==> src/rtl/y86_pkg.sv <==
// Shared Y86 definitions: status codes, register IDs, icodes, the
// writeback state enum, the W-entry bundle and a destination check.
package y86_pkg;

    localparam logic [2:0] SAOK = 3'd1;
    localparam logic [2:0] SHLT = 3'd2;
    localparam logic [2:0] SADR = 3'd3;
    localparam logic [2:0] SINS = 3'd4;

    localparam logic [3:0] RNONE = 4'hF;

    localparam logic [3:0] IHALT = 4'h0;
    localparam logic [3:0] INOP  = 4'h1;

    typedef enum logic [1:0] {
        WB_RUN,
        WB_HALT,
        WB_ERR
    } wb_state_e;

    typedef struct packed {
        logic        valid;
        logic        done;
        logic [2:0]  stat;
        logic [3:0]  icode;
        logic [31:0] vale;
        logic [31:0] valm;
        logic [3:0]  dste;
        logic [3:0]  dstm;
    } w_entry_t;

    // IDs 8..14 are not real registers and never get written.
    function automatic logic dst_ok(input logic [3:0] id,
                                    input logic [3:0] rnone);
        return (id < 4'd8 || id > 4'd14) && id != rnone;
    endfunction

endpackage

==> src/rtl/wb_perf_cnt.sv <==
// Writeback performance counters (retired entries, bubble cycles).
// Ports: clock, reset (sync, active-high), inc_ret, inc_bub -> retired, bubbles.
module wb_perf_cnt (
    input  logic        clock,
    input  logic        reset,
    input  logic        inc_ret,
    input  logic        inc_bub,
    output logic [31:0] retired,
    output logic [31:0] bubbles
);

    // Both counters wrap naturally at 2^32.
    always_ff @(posedge clock) begin
        if (reset) begin
            retired <= '0;
            bubbles <= '0;
        end else begin
            if (inc_ret)
                retired <= retired + 32'd1;
            if (inc_bub)
                bubbles <= bubbles + 32'd1;
        end
    end

endmodule

==> src/rtl/wb_stage.sv <==
// Y86 writeback stage: holds the W entry, drives the register-file write
// ports, tracks RUN/HALT/ERR and the last retired status.
// Ports: clock, reset (sync, active-high); m_* handshake and entry fields
// from memory; stall/bubble from hazard control; dstE/valE/dstM/valM write
// ports; w_stat, halted; retired/bubbles counters (present only when
// WB_PERF_CNT_EN is defined, otherwise constant 0).
module wb_stage #(
    parameter logic [3:0] RNONE = 4'hF
) (
    input  logic        clock,
    input  logic        reset,
    input  logic        m_valid,
    output logic        m_ready,
    input  logic [2:0]  m_stat,
    input  logic [3:0]  m_icode,
    input  logic [31:0] m_valE,
    input  logic [31:0] m_valM,
    input  logic [3:0]  m_dstE,
    input  logic [3:0]  m_dstM,
    input  logic        stall,
    input  logic        bubble,
    output logic [3:0]  dstE,
    output logic [31:0] valE,
    output logic [3:0]  dstM,
    output logic [31:0] valM,
    output logic [2:0]  w_stat,
    output logic        halted,
    output logic [31:0] retired,
    output logic [31:0] bubbles
);

    import y86_pkg::*;

    wb_state_e state, state_nx;
    w_entry_t  w, w_nx;
    logic [2:0] last_stat;
    logic       xfer;
    logic       pres;
    logic       wr_ok;
    logic       icode_unused;

    assign m_ready = (state == WB_RUN) && !stall;
    assign xfer    = m_valid && m_ready;

    // Entry is live on the write ports only on its first RUN cycle; the
    // reset term keeps the reset cycle itself write-free.
    assign pres  = w.valid && !w.done && (state == WB_RUN) && !reset;
    assign wr_ok = pres && (w.stat == SAOK);

    // icode is carried for visibility in the pipeline only.
    assign icode_unused = ^w.icode;

    always_comb begin
        w_nx = w;
        if (stall) begin
            w_nx.done = 1'b1;
        end else if (xfer) begin
            w_nx.valid = 1'b1;
            w_nx.done  = 1'b0;
            w_nx.stat  = m_stat;
            w_nx.icode = m_icode;
            w_nx.vale  = m_valE;
            w_nx.valm  = m_valM;
            w_nx.dste  = m_dstE;
            w_nx.dstm  = m_dstM;
        end else begin
            w_nx.valid = 1'b0;
            w_nx.done  = 1'b0;
            if (bubble) begin
                w_nx.dste = RNONE;
                w_nx.dstm = RNONE;
            end
        end
    end

    always_comb begin
        state_nx = state;
        if (state == WB_RUN && pres) begin
            if (w.stat == SHLT)
                state_nx = WB_HALT;
            else if (w.stat == SADR || w.stat == SINS)
                state_nx = WB_ERR;
        end
    end

    always_ff @(posedge clock) begin
        if (reset) begin
            state     <= WB_RUN;
            w.valid   <= 1'b0;
            w.done    <= 1'b0;
            w.stat    <= SAOK;
            w.icode   <= '0;
            w.vale    <= '0;
            w.valm    <= '0;
            w.dste    <= RNONE;
            w.dstm    <= RNONE;
            last_stat <= SAOK;
        end else begin
            state <= state_nx;
            w     <= w_nx;
            if (pres)
                last_stat <= w.stat;
        end
    end

    // When both ports target the same register the memory value wins.
    assign dstM = (wr_ok && dst_ok(w.dstm, RNONE)) ? w.dstm : RNONE;
    assign dstE = (wr_ok && dst_ok(w.dste, RNONE) && w.dste != w.dstm)
                  ? w.dste : RNONE;
    assign valE = w.vale;
    assign valM = w.valm;

    assign w_stat = pres ? w.stat : last_stat;
    assign halted = (state != WB_RUN);

`ifdef WB_PERF_CNT_EN
    logic inc_ret;
    logic inc_bub;

    assign inc_ret = pres && (w.stat == SAOK || w.stat == SHLT);
    assign inc_bub = !w.valid && (state == WB_RUN);

    wb_perf_cnt u_perf (
        .clock   (clock),
        .reset   (reset),
        .inc_ret (inc_ret),
        .inc_bub (inc_bub),
        .retired (retired),
        .bubbles (bubbles)
    );
`else
    assign retired = '0;
    assign bubbles = '0;
`endif

endmodule

==> config.mk <==
export PLATFORM = sky130hd
export DESIGN_NAME = wb_stage
export DESIGN_NICKNAME = d
export VERILOG_FILES = /design/src/rtl/y86_pkg.sv /design/src/rtl/wb_perf_cnt.sv /design/src/rtl/wb_stage.sv
export SDC_FILE = /design/constraint.sdc
export NUM_CORES = 1
export LEC_CHECK = 0
export ABC_CLOCK_PERIOD_IN_PS = 2240
export CAP_MARGIN = 20
export CELL_PAD_IN_SITES_DETAIL_PLACEMENT = 0
export CELL_PAD_IN_SITES_GLOBAL_PLACEMENT = 1
export CORE_MARGIN = 1.5
export CORE_UTILIZATION = 25
export CTS_BUF_LIST = sky130_fd_sc_hd__clkbuf_16
export CTS_CLUSTER_DIAMETER = 60
export DETAILED_ROUTE_END_ITERATION = 7
export MAX_ROUTING_LAYER = met4
export PLACE_DENSITY_LB_ADDON = 0.1
export RECOVER_POWER = 50
export REMOVE_ABC_BUFFERS = 1
export SETUP_SLACK_MARGIN = 0.4
export SYNTH_ARGS = -nofsm -noshare
export SYNTH_HDL_FRONTEND = slang
export SYNTH_SLANG_ARGS = --single-unit
export TNS_END_PERCENT = 20
==> constraint.sdc <==
create_clock -name clock -period 2.24 [get_ports clock]
set_input_delay 0.224 -clock clock [delete_from_list [all_inputs] [get_ports clock]]
set_output_delay 0.224 -clock clock [all_outputs]
set_load 0.02 [all_outputs]
==> out/qor.csv <==
metric;value;unit
finalSetupTns;0;ns
drv_slew;0;
r2r_setup_slack;0.39;ns
grt_max_degree;60;
final_cell_area;5380;um2
drive_gt1_share;8.21;%
dieArea;16700;um2
multiInputGateArea;1520;um2
worst_ir_drop_vdd;0.423;mV
dp_hpwl;6910;um
seqCellArea;1640;um2
numClockSinks;82;
timing.hold.ws;0.278;ns
hp-class;in -> reg;
drc;0;
coreArea;15400;um2
layout_common_cells;nand2_1, clkdlybuf4s50_1, dfxtp_1;
fmaxAchievable;467;MHz
clock_latency;0.34;ns
synth-seq-cells;82;
vias;3156;
initial_core_util;25.8;%
htreeDepth;3;
die_w;129;um
rows;45;
detail_route.wl_per_cell;12.5;um
yosys_warnings;0;
r2r_cells;5;
area_delta_synth_final;35.4;%
ys_types;30;
antenna_found_initial;0;
ant_nets;0;
rsz0062_at_grt;yes;
viasPerCell;3.91;
n_fill_cell;1646;
cp-start-kind;register;
worst_pin_slew;1.28;ns
maxCapViolCount;0;
power_density;640;nW/um2
grt_pass1_wl;15800;um
die_y;129;um
path_class;reg -> out;
hold_viol;0;
cts_setup_buffers;0;
reg2reg_to;w[78];
drt-initial-drc-count;94;
skew;0.00483;ns
syn-cell-area;3970;um2
cts_root_buf;clkbuf_16;
worstHoldPathCells;4;
place.gp.congestion;0.735;
path_max_fanout;8;
period_share;95.6;%
pin_count;225;
setup_viol_count_final;0;
grt_pass1_vias;3187;
synthCells;499;
grt_overflow;0;
ys_seq_area_share;41.3;%
fin_crit;2.14;ns
path_clk_slew;0.06;ns
reg2reg_from;state[0];
routed_wl;10100;um
final_nets;677;
worstPathArrival;1.92;ns
status;finished, final reports clean;
cts_made_buffers;9;
diodes;0;
crit_start;state[0];
hold_path_end;w[76];
critPathCaptureType;output pin;
holdCritStartpoint;reset;
port_buffers;156;
final_common_cell;nand2_1;
first_pass_iters;4;
critPathRequiredTime;2.02;ns
power_leakage;0.00224;uW
clock_path_buffers;2;
grt_util_all_layers;12.8;%
cts_tree;yes;
place_area;5130;um2
avgSynthCellArea;7.96;um2
relSlewSlack;14.7;%
kinds of logic after synthesis:
logic type | count (synthesis) | synth area share (%)
compound gates | 83 | 11.5
simple gates | 174 | 19.1
xor+xnor | 3 | 0.662
buf+inv | 155 | 27.0
mux | 1 | 0.284
other cells | 1 | 0.0944
flops | 82 | 41.3
routing by layer:
metal | share of wire [%] | global-route usage [%] | wire length [um]
met2 | 48 | 20.4 | 4810
met3 | 9.1 | 6.03 | 919
met1 | 42 | 14.4 | 4280
met5 | 0 | - | 0
met4 | 0.79 | 3.17 | 80
synthesized netlist by cell type:
cell / instances / area (um2)
nand3_1: 3 / 15.0
nor4_1: 1 / 6.26
buf_1: 1 / 3.75
o31a_1: 8 / 70.1
nand4_1: 1 / 6.26
or4b_1: 1 / 10.0
o22ai_1: 1 / 6.26
dfxtp_1: 82 / 1640
a22o_1: 2 / 17.5
xor2_1: 3 / 26.3
nor2_1: 5 / 18.8
or2_2: 2 / 12.5
inv_1: 2 / 7.51
or4_1: 3 / 22.5
or4b_2: 1 / 10.0
a21o_1: 1 / 7.51
conb_1: 1 / 3.75
or3_1: 12 / 75.1
nor4b_1: 2 / 17.5
nor4b_4: 1 / 23.8
buf_2: 8 / 40.0
nand2b_1: 1 / 6.26
a21oi_1: 69 / 345
nor3b_1: 1 / 7.51
mux2_2: 1 / 11.3
nand2_1: 138 / 518
clkbuf_1: 16 / 60.1
buf_4: 128 / 961
o21ai_0: 2 / 10.0
nor3_1: 2 / 10.0
sequential cells by signal, summed over array words and instances, names as in the netlist:
name       flops
valE          32
valM          32
w             13
last_stat      3
state          2
power breakdown:
| part | internal, uW | switching [uW] | total (uW) |
|---|---|---|---|
| Combinational | 259 | 335 | 595 |
| Clock | 726 | 558 | 1280 |
| Sequential | 1520 | 35.0 | 1560 |
| Total | 2510 | 929 | 3440 |
worst max path at each step:
| stage | cells after the start | slack, ns | end |
|---|---|---|---|
| floorplan | 3 | -4.24 | valE[0] |
| global placement | 4 | -0.07 | w_stat[0] |
| detailed placement | 4 | -0.09 | w_stat[0] |
| CTS | 5 | 0.09 | dstE[1] |
| global route | 4 | 0.02 | w_stat[0] |
| finish | 5 | 0.1 | dstE[2] |
repair_timing:
item / 4_1_cts / 5_1_grt
hold buffers: 0 / 0
pin swaps: 1 / 1
gates resized for setup: 44 / 7
hold endpoints to repair: 0 / 0
setup endpoints to repair: 13 / 14
through the flow:
stage / total power (uW) / util, % / setup slack [ns] / instances
6_report: 3440 / 35.0 / 0.0981 / 808
5_1_grt: 3640 / 35.0 / 0.0185 / 808
4_1_cts: 3550 / 35.0 / 0.0905 / 808
3_5_place_dp: 2210 / 33.3 / -0.0890 / 793
3_3_place_gp: 2210 / 33.3 / -0.0737 / 793
2_1_floorplan: 1880 / - / -4.24 / 409
cell type report:
type	instances	area share (%)
Inverter	2	0.140
Clock inverter	6	0.489
Clock buffer	9	4.19
Timing Repair Buffer	173	31.4
Multi-Input combinational cell	325	28.3
Tap cell	211	4.91
Sequential cell	82	30.6
critical path, stage by stage, from the launching register on:
cell	delay [ns]
dfxtp_2	0.34
nor4b_4	0.28
nand4_1	0.17
buf_6	0.17
or4_4	0.48
buf_6	0.15
(Power assumes the default switching activity.)
